[config.mk]
export PLATFORM = sky130hd
export DESIGN_NAME = obi_axil_master
export DESIGN_NICKNAME = d
export VERILOG_FILES = /design/src/rtl/obi_axil_master.sv
export SDC_FILE = /design/constraint.sdc
export NUM_CORES = 1
export LEC_CHECK = 0
export BUFFER_PORTS_ARGS = -buffer_cell sky130_fd_sc_hd__buf_2
export CAP_MARGIN = 20
export CORE_ASPECT_RATIO = 0.5
export CORE_MARGIN = 3
export CORE_UTILIZATION = 46
export CTS_CLUSTER_DIAMETER = 80
export DETAILED_ROUTE_END_ITERATION = 10
export PLACE_DENSITY = 0.8
export RECOVER_POWER = 50
export SYNTH_ARGS = -nofsm -noshare
export SYNTH_HDL_FRONTEND = slang
export SYNTH_SLANG_ARGS = --single-unit
[constraint.sdc]
create_clock -name clk -period 2.16 [get_ports clk]
set_input_delay 0.324 -clock clk [delete_from_list [all_inputs] [get_ports clk]]
set_output_delay 0.324 -clock clk [all_outputs]
set_load 0.03 [all_outputs]
[src/rtl/obi_axil_master.sv]
// obi_axil_master: bridges a cv32e40p OBI port (req/gnt/rvalid) to an
// AXI4-Lite master with a single outstanding transaction.
// Optional build macro OBI_AXIL_RESP_EN adds bresp/rresp inputs and maps
// resp[1] (SLVERR/DECERR) onto obi_err.
// Handshake rule: a transfer happens on a rising clk edge where valid and
// ready are both high; a valid, once raised, is held together with its
// address/data/strobe until that edge, and only then dropped.
module obi_axil_master #(
    parameter bit ALIGN_ADDR   = 1'b1,
    parameter bit OBI_WRITE_EN = 1'b1
) (
    input  logic        clk,
    input  logic        rst_n,
`ifdef OBI_AXIL_RESP_EN
    input  logic [1:0]  bresp,
    input  logic [1:0]  rresp,
`endif
    input  logic        obi_req,
    output logic        obi_gnt,
    input  logic [31:0] obi_addr,
    input  logic        obi_we,
    input  logic [3:0]  obi_be,
    input  logic [31:0] obi_wdata,
    output logic        obi_rvalid,
    output logic [31:0] obi_rdata,
    output logic        obi_err,
    output logic [31:0] awaddr,
    output logic        awvalid,
    input  logic        awready,
    output logic [31:0] wdata,
    output logic [3:0]  wstrb,
    output logic        wvalid,
    input  logic        wready,
    input  logic        bvalid,
    output logic        bready,
    output logic [31:0] araddr,
    output logic        arvalid,
    input  logic        arready,
    input  logic [31:0] rdata,
    input  logic        rvalid,
    output logic        rready,
    output logic [2:0]  dbg_state
);

    typedef enum logic [2:0] {
        IDLE    = 3'd0,
        WR_REQ  = 3'd1,
        WR_RESP = 3'd2,
        RD_REQ  = 3'd3,
        RD_RESP = 3'd4,
        DONE    = 3'd5
    } state_t;

    state_t      state;
    state_t      state_nx;
    logic [31:0] addr_al;
    logic        aw_hs;
    logic        w_hs;
    logic        ar_hs;
    logic        r_hs;
`ifdef OBI_AXIL_RESP_EN
    logic        b_hs;
    logic        unused_resp_lsb;
`endif

    assign addr_al    = ALIGN_ADDR ? {obi_addr[31:2], 2'b00} : obi_addr;
    assign obi_gnt    = obi_req && (state == IDLE);
    assign aw_hs      = awvalid && awready;
    assign w_hs       = wvalid && wready;
    assign ar_hs      = arvalid && arready;
    assign r_hs       = rvalid && rready;
    assign bready     = (state == WR_RESP);
    assign rready     = (state == RD_RESP);
    assign obi_rvalid = (state == DONE);
    assign dbg_state  = state;
`ifdef OBI_AXIL_RESP_EN
    assign b_hs            = bvalid && bready;
    // Only resp[1] distinguishes OKAY/EXOKAY from SLVERR/DECERR.
    assign unused_resp_lsb = bresp[0] ^ rresp[0];
`endif

    // State register.
    always_ff @(posedge clk or negedge rst_n) begin
        if (!rst_n) begin
            state <= IDLE;
        end else begin
            state <= state_nx;
        end
    end

    // Next-state logic; a write waits until both aw and w have completed,
    // which is when each valid has dropped or is completing this cycle.
    always_comb begin
        state_nx = state;
        case (state)
            IDLE: begin
                if (obi_gnt) begin
                    if (!obi_we)          state_nx = RD_REQ;
                    else if (OBI_WRITE_EN) state_nx = WR_REQ;
                    else                  state_nx = DONE;
                end
            end
            WR_REQ:  if ((!awvalid || awready) && (!wvalid || wready)) state_nx = WR_RESP;
            WR_RESP: if (bvalid)  state_nx = DONE;
            RD_REQ:  if (arready) state_nx = RD_RESP;
            RD_RESP: if (rvalid)  state_nx = DONE;
            DONE:    state_nx = IDLE;
            default: state_nx = IDLE;
        endcase
    end

    // AXI request channels: raised on grant, each dropped after its own handshake.
    always_ff @(posedge clk or negedge rst_n) begin
        if (!rst_n) begin
            awvalid <= 1'b0;
            wvalid  <= 1'b0;
            arvalid <= 1'b0;
            awaddr  <= '0;
            wdata   <= '0;
            wstrb   <= '0;
            araddr  <= '0;
        end else begin
            if (obi_gnt && obi_we && OBI_WRITE_EN) begin
                awvalid <= 1'b1;
                wvalid  <= 1'b1;
                awaddr  <= addr_al;
                wdata   <= obi_wdata;
                wstrb   <= obi_be;
            end else begin
                if (aw_hs) awvalid <= 1'b0;
                if (w_hs)  wvalid  <= 1'b0;
            end
            if (obi_gnt && !obi_we) begin
                arvalid <= 1'b1;
                araddr  <= addr_al;
            end else if (ar_hs) begin
                arvalid <= 1'b0;
            end
        end
    end

    // OBI response data: cleared on grant, filled on the AXI response handshake.
    always_ff @(posedge clk or negedge rst_n) begin
        if (!rst_n) begin
            obi_rdata <= '0;
            obi_err   <= 1'b0;
        end else begin
            if (obi_gnt) begin
                obi_rdata <= '0;
                // A write on a read-only port is refused without AXI traffic.
                obi_err   <= obi_we && !OBI_WRITE_EN;
            end else if (r_hs) begin
                obi_rdata <= rdata;
`ifdef OBI_AXIL_RESP_EN
                obi_err   <= rresp[1];
`endif
            end
`ifdef OBI_AXIL_RESP_EN
            else if (b_hs) begin
                obi_err <= bresp[1];
            end
`endif
        end
    end

endmodule

; Yosys cells after proc, flatten, opt, wreduce, memory -nomap -nowiden
; Cells that the tools add are included.
[totals]
register_bits = 134
out_inout_bits = 143
word_cells = 53
[op_classes]
reduce_logical = 19
n_eq_ne = 10
mux = 15
[op_table]
columns = op, count
row1 = $mux W32, 2
row2 = $mux W3, 5
row3 = $pmux W3 S5, 1
row4 = $ne A2 B2 Y1 const B, 5
row5 = $logic_and A1 B1 Y1, 8
row6 = $reduce_bool A2 Y1, 4
row7 = $eq A3 B2 Y1 const B, 2
row8 = $eq A3 B3 Y1 const B, 2
row9 = $mux W1, 6
row10 = $reduce_and A5 Y1, 1
row11 = $eq A3 B1 Y1 const B, 1
row12 = $logic_not A1 Y1, 3
row13 = $logic_not A3 Y1, 1
row14 = $logic_or A1 B1 Y1, 2
row15 = $mux W2, 1

; Longest topological paths before layout
; Gate-level depths: netlist (run 1).
[depth]
word_depth = 5
mapped_depth = 7
depth_no_buf = 4

; Worst setup path after synthesis (run 1)
; No wires, ideal clock.
[synth_path]
path_type = register to register
startpoint = reg state[2], in the netlist dbg_state[2]
endpoint = reg obi_rdata[11]
required_ns = 2.094
setup_ns = 0.066
t_arrival_ns = 1.945
slack_ns = 0.149
stages_incl_launch_ff = 8
cell_sequence = dfrtp_1 -> buf_4 -> inv_1 -> nor3_2 -> and2_1 -> buf_2 -> buf_2 -> a22o_1
[synth_via]
elab_chain_cells = 3
word_cells_on_any_way = 6
classes_between = 1 x eq/ne / 1 x mux / 4 x reduce/logical
[synth_lines]
columns = item, line
row1 = from (decl), 54  ; state_t state;
row2 = from (signal assigned), 87  ; state <= state_nx;
row3 = $eq A3 B3 Y1, 73  ; assign rready = (state == RD_RESP);
row4 = via rready, 41  ; output logic rready,
row5 = $logic_and A1 B1 Y1, 71  ; assign r_hs = rvalid && rready;
row6 = $reduce_bool A2 Y1 (no line), n/a
row7 = to (signal assigned), 153  ; obi_rdata <= rdata;
row8 = to (decl), 25  ; output logic [31:0] obi_rdata,
; The timed path passes the listed nets, and every way through them passes these cells.
; A chain may end at the register's enable or synchronous reset.

; Worst setup path after layout (run 1)
[layout_path]
startpoint = reg state[2], in the netlist dbg_state[2]
endpoint = out rready
[layout_via]
elab_chain_cells = 1
[layout_lines]
columns = item, line
row1 = $eq A3 B3 Y1, 73
row2 = to (decl), 41
; No other way between the ends.

==> run metrics, run 1 <==
via count of the first global-routing pass=3675; worst-skew pair later-pin latency=0.40 ns; number of placed I/O pins=about 250; Clock Path Buffers=2; cell accounting for the most synthesized area=sky130_fd_sc_hd__dfrtp_1; unique cell type count in the Yosys netlist=32; post-CTS setup buffers=0; global-route usage over all layers=19.42%; routability congestion estimate from global placement=0.7711; result of the run=finished clean; endpoint of the most critical register-to-register path=obi_rdata[26]; PortBufs=244; worst-case headroom to the max-slew limit=13.95%; peak clock frequency supported by timing=0.4913 GHz; power density of the placed cells=1861 nW/um^2; worst setup path startpoint=dbg_state[2]; Core Footprint=10570 um^2; dominant delay contributor by cell family on the critical path=flip-flops; antenna-violating nets left=0; Inserted Clock Buffers=17; clock sink count=between 100 and 150; endpoint arrival time on the critical path=1.71 ns; number of max-cap violations=0; slack of the worst reg-to-reg path=between 0.3 and 0.4 ns; Hold Crit Depth=2; standard cell area after detailed placement=6538 um^2; share of final-layout standard cells stronger than drive strength 1=a little over half; area fraction in compound gates after synthesis=6.494%; post-synthesis simple-gate area fraction=2.447%; global routing usage on met2=36.29%; number of register bits inferred by synthesis=134; met1 track demand over resource=21.75%; num rows=26; Congestion Overflow GR=0; total buffers and inverters traversed by the critical path=2; fraction of met3 tracks used by global routing=4.737%; Fin. Hold Viols=0; die width=155.8 um; most used cells in the layout excluding fill and tap cells=174 x sky130_fd_sc_hd__buf_2, 134 x sky130_fd_sc_hd__dfrtp_1, 76 x sky130_fd_sc_hd__mux2_2; worst hold slack across all endpoints=0.1441 ns; final critical-path share of the clock period=94.24%; average via count per standard cell=roughly 4.8; layer with the highest usage after global routing=met2; total DRC errors in the routed layout=0; area of the mapped netlist=5164 um^2; slew at the pin closest to its max-slew limit=1.291 ns; Post-Place Setup Slack=about 0.36 ns; shortest period the worst path allows=about 2.0 ns; vias post-DR=roughly 3500; Slowest Stage Delay on Critical Path=between 0.6 and 0.7 ns; global-route wire length before repair=18980 um; part of the Yosys area used for sequential elements=64.94%; placed wire-length estimate=8905 um; Pre-antenna DRT Iters=4; Finish-stage setup viols=0; startpoint of the lowest-slack register-to-register path=dbg_state[2]; multiplexer fraction of the synthesized cell area=22.63%; count of instances resized after the clock tree is built=0; post-placement cell count=687; cell with the largest stage delay on the worst path=sky130_fd_sc_hd__dfrtp_1; maximum number of pins on one net before global-route repair=67; top-area cell type share of the netlist area=64.94%; Synth Area in Adders=0%; biggest area contributors in the synthesized netlist=sky130_fd_sc_hd__dfrtp_1 65%, sky130_fd_sc_hd__mux2_2 17%, sky130_fd_sc_hd__a22o_1 5.4%, sky130_fd_sc_hd__mux2_4 5.2%, sky130_fd_sc_hd__buf_4 1.3%; max-slew violation total from the final report=0; H-tree levels=4; element type at the critical path start=flip-flop; Final Worst Setup Slack=0.1245 ns; height of the chip=around 81 um; hold wc startpoint=rdata[19]; final instance area=7039 um^2; maximum vdd drop=798.5 uV; kind of end point of the critical path=primary output; Post-CTS Hold Fix Bufs=1; clock skew=0.007476 ns; required time of the critical path=1.84 ns; clock tree from TritonCTS=done; Area Overhead vs Synth=36.32%; Total Nets Final=676; starting density of the core=48.84%; total die area=between 10000 and 15000 um^2; register clock-pin slew on the reported worst setup and hold paths=around 0.06 ns; iteration-0 DRC count of the detailed router=199; leakage dissipation=around 3.5 nW; initial antenna violation count=1; Mean Syn Cell Area=16.24 um^2; overall routed net length=12360 um; path class of the lowest-slack min-delay path=in2reg; worst-path fanout max=10; combinational family with the most area after synthesis=multiplexers; detailed-route wire length per cell=17.14 um; root buffer cell=sky130_fd_sc_hd__clkbuf_16; cell-by-cell trace of the critical path=inv_1, nor3_2, buf_2; CP Depth=3; capture endpoint of the worst hold path=obi_rdata[19]; fill cell total of the finished layout=around 840; setup_tns=0 ns; leading cell type in the layout, fill and taps excluded=sky130_fd_sc_hd__buf_2; number of warning messages in the yosys log=0; count of cells along the worst register-to-register path=5; share of the synthesized netlist area taken by xor and xnor gates=0%; RSZ-0062 raised after global routing=false; WS Path Type=reg2out; Mapped Cells=318; fin cells=721
[stage by stage]
stage | utilization (%) | power [mW]
after detailed placement | 61.83 | 10.54
after CTS | 67.49 | 13.41
final | 66.58 | 13.10
after global routing | 66.58 | 13.73
after global placement | 61.83 | 10.36
after floorplan | - | 8.634
[registers in the layout, indices dropped and copies added (netlist names)]
register	cells
obi_rdata	32
wdata	32
araddr	30
awaddr	30
wstrb	4
dbg_state	3
arvalid	1
awvalid	1
wvalid	1
[metal layers]
| metal | vias up | share of wire, % |
|---|---|---|
| met5 | - | 0 |
| met4 | 0 | 2.2 |
| met3 | 22 | 4.0 |
| met2 | 106 | 56 |
| met1 | 1732 | 38 |
| li1 | 1636 | - |
[kinds of logic (layout without fill, tap and decap cells)]
kind of cell | count (synthesis) | in the layout
buffers and inverters | 28 | 286
AND/OR/NAND/NOR | 17 | 17
AO/OA/AOI/OAI | 40 | 40
other | 1 | 6
multiplexers | 98 | 98
flip-flops | 134 | 134
[where the power goes]
group	leakage, nW	switching (mW)	internal, mW
logic	1.60	3.88	1.97
clock network	0.285	1.06	1.74
registers	1.66	0.707	3.74
total	3.54	5.65	7.45
[worst max-delay path by stage]
stage               slack, ns            end
global route             0.02         rready
floorplan                0.15  obi_rdata[11]
global placement         0.45   obi_rdata[8]
CTS                      0.11         rready
finish                   0.12         rready
detailed placement       0.36  obi_rdata[20]
[synth_stat cells (all sizes together)]
master,n
dfrtp,134
mux2,96
a22o,32
buf,24
nand2,3
nand2b,3
a31oi,2
clkbuf,2
inv,2
mux2i,2
nor2,2
nor3,2
nor3b,2
a211o,1
a21o,1
a21oi,1
a31o,1
and2,1
conb,1
nand3,1
nand3b,1
nor4,1
o21ai,1
o31ai,1
or3,1
[area by class of cell]
cell class                 instances  area (um^2)  share of cell area (%)
antenna                            1        2.502                 0.03555
sequential                       134         3353                   47.64
timing repair buffer             252         1250                   17.76
inverter                           2        7.507                  0.1066
tap                              140        175.2                   2.488
clock buffer                      22        494.2                   7.021
clock inverter                    10        93.84                   1.333
multi-input combinational        160         1663                   23.62
[worst reg2reg max path, stage by stage (launching register included)]
cell and delay (ns):
sky130_fd_sc_hd__dfrtp_1 0.63, sky130_fd_sc_hd__inv_1 0.18, sky130_fd_sc_hd__nor3_2 0.26, sky130_fd_sc_hd__and2_1 0.15, sky130_fd_sc_hd__buf_4 0.31, sky130_fd_sc_hd__a22o_1 0.22
(Power assumes the default switching activity.)
==> inputs of run 2 (changes only) <==
--- a/config.mk
+++ b/config.mk
@@ -9,10 +9,11 @@
 export CAP_MARGIN = 20
 export CORE_ASPECT_RATIO = 0.5
 export CORE_MARGIN = 3
-export CORE_UTILIZATION = 46
+export CORE_UTILIZATION = 48
+export CTS_BUF_LIST = sky130_fd_sc_hd__clkbuf_4 sky130_fd_sc_hd__clkbuf_8
 export CTS_CLUSTER_DIAMETER = 80
 export DETAILED_ROUTE_END_ITERATION = 10
-export PLACE_DENSITY = 0.8
+export PLACE_DENSITY = 0.92
 export RECOVER_POWER = 50
 export SYNTH_ARGS = -nofsm -noshare
 export SYNTH_HDL_FRONTEND = slang
==> run 2 against run 1 <==
Wire length is 2.7% higher. Combinational power hardly changed. Highest routed layer unchanged. Largest cell class unchanged. Critical endpoint is now obi_gnt. Clock skew is 0.0055 ns higher.
==> run metrics, run 2 (synthesis gave the netlist of run 1 again) <==
result of the run=finished clean; shortest period the worst path allows=1.993 ns; total die area=around 12000 um^2; path class of the lowest-slack min-delay path=in2reg; num rows=26; global-route usage over all layers=20.78%; Clock Path Buffers=2; maximum number of pins on one net before global-route repair=52; iteration-0 DRC count of the detailed router=a little under 200; number of max-cap violations=0; clock sink count=roughly 130; fill cell total of the finished layout=808; PortBufs=roughly 240; root buffer cell=sky130_fd_sc_hd__clkbuf_8; leakage dissipation=around 3.5 nW; Power, Total=12.62 mW; register clock-pin slew on the reported worst setup and hold paths=~0.08 ns; initial antenna violation count=0; endpoint arrival time on the critical path=between 1.5 and 2 ns; most used cells in the layout excluding fill and tap cells=175 x sky130_fd_sc_hd__buf_2, 133 x sky130_fd_sc_hd__dfrtp_1, 76 x sky130_fd_sc_hd__mux2_2; Fin. Hold Viols=0; final critical-path share of the clock period=just over 90%; H-tree levels=4; Inserted Clock Buffers=17; vias post-DR=3623; die width=152.7 um; overall routed net length=12700 um; WS Path Type=reg2out; detailed-route wire length per cell=17.63 um; kind of end point of the critical path=primary output; # diodes=0; cell-by-cell trace of the critical path=nand2b_1, nor3_4, buf_2; maximum vdd drop=roughly 800 uV; RSZ-0062 raised after global routing=false; worst-path fanout max=10; element type at the critical path start=flip-flop; registers with the most flip-flops=obi_rdata x32, wdata x32; total buffers and inverters traversed by the critical path=1; Finish-stage setup viols=0; dominant delay contributor by cell family on the critical path=simple AND/OR/NAND/NOR gates; Total Nets Final=between 600 and 700; max-slew violation total from the final report=0; Core Footprint=10340 um^2; total DRC errors in the routed layout=0; number of placed I/O pins=252; clock skew=0.01293 ns; average via count per standard cell=5.032; Congestion Overflow GR=0; Pre-antenna DRT Iters=4; setup_tns=0 ns; peak clock frequency supported by timing=0.5018 GHz; worst-case headroom to the max-slew limit=between 30% and 40%; height of the chip=79.34 um; starting density of the core=around 50%; Area Overhead vs Synth=33.37%; slew at the pin closest to its max-slew limit=0.9675 ns; placed wire-length estimate=9090 um; antenna-violating nets left=0; clock tree from TritonCTS=done; required time of the critical path=~1.8 ns; routability congestion estimate from global placement=0.7864; leading cell type in the layout, fill and taps excluded=sky130_fd_sc_hd__buf_2; worst-skew pair later-pin latency=roughly 0.43 ns; share of final-layout standard cells stronger than drive strength 1=a little over half; cell with the largest stage delay on the worst path=sky130_fd_sc_hd__dfrtp_1; global-route wire length before repair=just under 20000 um; power density of the placed cells=roughly 1800 nW/um^2; via count of the first global-routing pass=3768; Slowest Stage Delay on Critical Path=0.49 ns
run 2: cell count changes in the layout (fill, tap and decap cells not counted), sizes merged:
| cell | before | now |
|---|---|---|
| diode | 1 | 0 |
| buf | 181 | 182 |
| bufinv | 1 | 4 |
| clkinvlp | 3 | 1 |
| inv | 4 | 2 |
run 2: metal layers:
metal	track usage [%]	vias to the layer above	wire, um
li1	-	1632	-
met1	23.53	1877	4777
met2	39.43	95	7239
met3	4.028	19	426
met4	8.000	0	252
met5	0	-	0
run 2: final timing paths:
| path | start | endpoint | slack [ns] | cells after the start |
|---|---|---|---|---|
| worst min-delay path | rdata[30] | obi_rdata[30] | 0.12 | 2 |
| worst max-delay path | dbg_state[0] | obi_gnt | 0.17 | 3 |
| min in group asynchronous | rst_n | wdata[28] | 0.60 | 2 |
| max in group asynchronous | rst_n | obi_rdata[5] | 0.76 | 3 |
| worst min register to register | arvalid | arvalid | 0.49 | 1 |
| worst max register to register | dbg_state[0] | wdata[26] | 0.32 | 5 |
run 2: repair_timing:
action / 4_1_cts / 5_1_grt
endpoints found under the hold margin: 33 / 0
setup buffers: 0 / 0
gates resized for setup: 0 / 1
setup endpoints to repair: 0 / 2
hold buffers: 1 / 0
run 2: worst reg2reg max path: stages (launching register included):
cell and delay, ns:
sky130_fd_sc_hd__dfrtp_1 0.53, sky130_fd_sc_hd__nand2b_1 0.30, sky130_fd_sc_hd__nor3_4 0.07, sky130_fd_sc_hd__nand2_4 0.11, sky130_fd_sc_hd__buf_4 0.32, sky130_fd_sc_hd__mux2_2 0.40
run 2: power breakdown:
part / internal [mW] / switching, mW / total [mW]
Clock: 1.38 / 0.944 / 2.33
Sequential: 3.74 / 0.712 / 4.45
Combinational: 1.95 / 3.89 / 5.84
Total: 7.08 / 5.54 / 12.6
run 2: cell type report:
type | instances | area [um^2] | share of cell area, %
Clock buffer | 23 | 297.8 | 4.324
Clock inverter | 9 | 147.6 | 2.144
Inverter | 2 | 7.507 | 0.1090
Multi-Input combinational cell | 160 | 1655 | 24.04
Sequential cell | 134 | 3354 | 48.71
Tap cell | 140 | 175.2 | 2.544
Timing Repair Buffer | 252 | 1249 | 18.13
run 2: through the flow:
stage               hold WS [ns]  setup WS (ns)  utilization [%]  instances  cell area [um^2]
floorplan                0.02841         0.1488                -        322              5179
global placement          0.3133         0.4563            63.07        687              6525
detailed placement        0.3168         0.4163            63.07        687              6525
CTS                      0.09852         0.1094            67.48        720              6980
global route             0.08412        0.07567            66.57        720              6887
finish                    0.1159         0.1672            66.57        720              6887
==> inputs of run 3 (changes only) <==
--- a/config.mk
+++ b/config.mk
@@ -12,8 +12,9 @@
 export CORE_UTILIZATION = 48
 export CTS_BUF_LIST = sky130_fd_sc_hd__clkbuf_4 sky130_fd_sc_hd__clkbuf_8
 export CTS_CLUSTER_DIAMETER = 80
+export CTS_CLUSTER_SIZE = 12
 export DETAILED_ROUTE_END_ITERATION = 10
-export PLACE_DENSITY = 0.92
+export PLACE_DENSITY = 0.9
 export RECOVER_POWER = 50
 export SYNTH_ARGS = -nofsm -noshare
 export SYNTH_HDL_FRONTEND = slang
==> run 3 against run 2 <==
Clock-buffer cell count shrank 4. Final cell count grew 0.56%. Register-to-register slack lost 0.16 ns. Sequential power shrank 0.9%. Setup slack lost 0.011 ns. Sequential share of layout area is essentially flat. Critical path depth is the same. Flip-flop and latch count is the same. Critical path type is now reg2reg. Critical endpoint is now araddr[2].
==> run metrics, run 3 (synthesis gave the netlist of run 1 again) <==
height of the chip=79.34 um; Slowest Stage Delay on Critical Path=0.69 ns; Total Nets Final=680; number of max-cap violations=0; placed wire-length estimate=9622 um; core utilization of the finished layout=66.62%; final critical-path share of the clock period=between 90% and 100%; global-route usage over all layers=20.99%; cell-by-cell trace of the critical path=nor4_4, clkbuf_2, mux2_2; clock skew=0.01078 ns; Core Footprint=a little over 10000 um^2; max-slew violation total from the final report=0; root buffer cell=sky130_fd_sc_hd__clkbuf_8; leading cell type in the layout, fill and taps excluded=sky130_fd_sc_hd__buf_2; vias post-DR=roughly 3600; global-route wire length before repair=a little under 20000 um; H-tree levels=4; initial antenna violation count=0; most used cells in the layout excluding fill and tap cells=179 x sky130_fd_sc_hd__buf_2, 133 x sky130_fd_sc_hd__dfrtp_1, 76 x sky130_fd_sc_hd__mux2_2; share of final-layout standard cells stronger than drive strength 1=~55%; Clock Path Buffers=2; met1 track demand over resource=between 20% and 30%; num rows=26; maximum vdd drop=839.7 uV; kind of end point of the critical path=flip-flop; post-CTS setup buffers=0; endpoint of the most critical register-to-register path=araddr[2]; # diodes=0; Finish-stage setup viols=0; hold wc startpoint=rdata[17]; part of the power in the clock network=between 15 and 20%; detailed-route wire length per cell=17.84 um; slack of the worst reg-to-reg path=0.16 ns; Sw Pwr=5.583 mW; path class of the lowest-slack min-delay path=in2reg; total DRC errors in the routed layout=0; antenna-violating nets left=0; Congestion Overflow GR=0; endpoint arrival time on the critical path=2.31 ns; clock tree from TritonCTS=done; Inserted Clock Buffers=17; setup_tns=0 ns; Area Overhead vs Synth=33.46%; dominant delay contributor by cell family on the critical path=buffers and inverters; Fin. Hold Viols=0; Internal Power=about 7.0 mW; number of placed I/O pins=roughly 250; worst-skew pair later-pin latency=0.43 ns; count of cells along the worst register-to-register path=3; worst-case headroom to the max-slew limit=between 20% and 30%; startpoint of the lowest-slack register-to-register path=dbg_state[2]; register clock-pin slew on the reported worst setup and hold paths=0.08 ns; slew at the pin closest to its max-slew limit=1.124 ns; leakage dissipation=approximately 3.5 nW; portion of total power attributed to sequential cells=35.0%; switching part of the total power=44.26%; overall routed net length=approximately 13000 um; PortBufs=approximately 240; starting density of the core=49.92%; routability congestion estimate from global placement=roughly 0.78; RSZ-0062 raised after global routing=false; layer with the highest usage after global routing=met2; global routing usage on met2=40.40%; Pre-antenna DRT Iters=4; required time of the critical path=2.47 ns; via count of the first global-routing pass=3905; clock sink count=134; iteration-0 DRC count of the detailed router=between 150 and 200; peak clock frequency supported by timing=0.4991 GHz; result of the run=finished clean; total die area=between 10000 and 15000 um^2; cell with the largest stage delay on the worst path=sky130_fd_sc_hd__clkbuf_2; combinational share of power=47.2%; capture endpoint of the worst hold path=obi_rdata[17]; Hold Crit Depth=2; total buffers and inverters traversed by the critical path=1; fraction of met3 tracks used by global routing=5.008%; die width=152.7 um; average via count per standard cell=4.960; shortest period the worst path allows=2.004 ns; maximum number of pins on one net before global-route repair=63; registers with the most flip-flops=obi_rdata x32, wdata x32; element type at the critical path start=flip-flop; worst-path fanout max=31; power density of the placed cells=1830 nW/um^2; WS Path Type=reg2reg
## run 3: cell count changes in the layout (fill, tap and decap cells not counted), sizes merged
cell      before  now
clkinv         4    6
clkinvlp       1    3
clkbuf        92   86
buf          182  188
## run 3: how the worst max path moves through the flow
stage	from	to	slack, ns	depth (start not counted)
2_1_floorplan	dbg_state[2]	obi_rdata[11]	0.15	7
3_5_place_dp	dbg_state[2]	awaddr[29]	0.41	4
3_3_place_gp	dbg_state[2]	awaddr[27]	0.45	4
4_1_cts	dbg_state[2]	rready	0.08	3
5_1_grt	dbg_state[2]	araddr[9]	0.08	3
6_report	dbg_state[2]	araddr[2]	0.16	3
## run 3: what timing repair did
item,4_1_cts,5_1_grt
hold buffers,1,0
resized for setup,0,1
endpoints found under the setup margin,0,1
hold endpoints to repair,18,0
## run 3: final cells by class
class	instances	area, um^2
timing repair buffer	256	1267
sequential	134	3354
inverter	2	7.507
tap	140	175.2
clock inverter	13	180.2
fill	775	3453
clock buffer	19	255.2
multi-input combinational	160	1652
## run 3: layer usage
layer | part of all wire, % | vias to the layer above
met5 | 0 | -
met4 | 2.9 | 0
met3 | 3.7 | 38
met2 | 57 | 118
met1 | 36 | 1797
li1 | - | 1638
## run 3: metrics by stage
stage	hold WS, ns	area (um^2)	power (mW)	worst slack [ns]	cells
global route	0.08864	6892	13.22	0.08298	724
detailed placement	0.2261	6568	10.64	0.4088	691
global placement	0.2234	6568	10.38	0.4548	691
finish	0.1168	6892	12.61	0.1563	724
CTS	0.08975	7013	12.93	0.07877	724
floorplan	0.02841	5179	8.634	0.1488	322
## run 3: power by group through the flow
stage | Sequential (mW) | Clock (mW) | Combinational [mW]
final | 4.41 | 2.25 | 5.96
after global routing | 4.58 | 2.42 | 6.22
after CTS | 4.40 | 2.31 | 6.22
after detailed placement | 4.43 | 0 | 6.21
after global placement | 4.34 | 0 | 6.04
after floorplan | 6.85 | 0 | 1.78
## run 3: worst register-to-register path, cell delays in order (launching register included)
cell and delay [ns]:
sky130_fd_sc_hd__dfrtp_2 0.49, sky130_fd_sc_hd__nor4_4 0.28, sky130_fd_sc_hd__clkbuf_2 0.69, sky130_fd_sc_hd__mux2_2 0.43
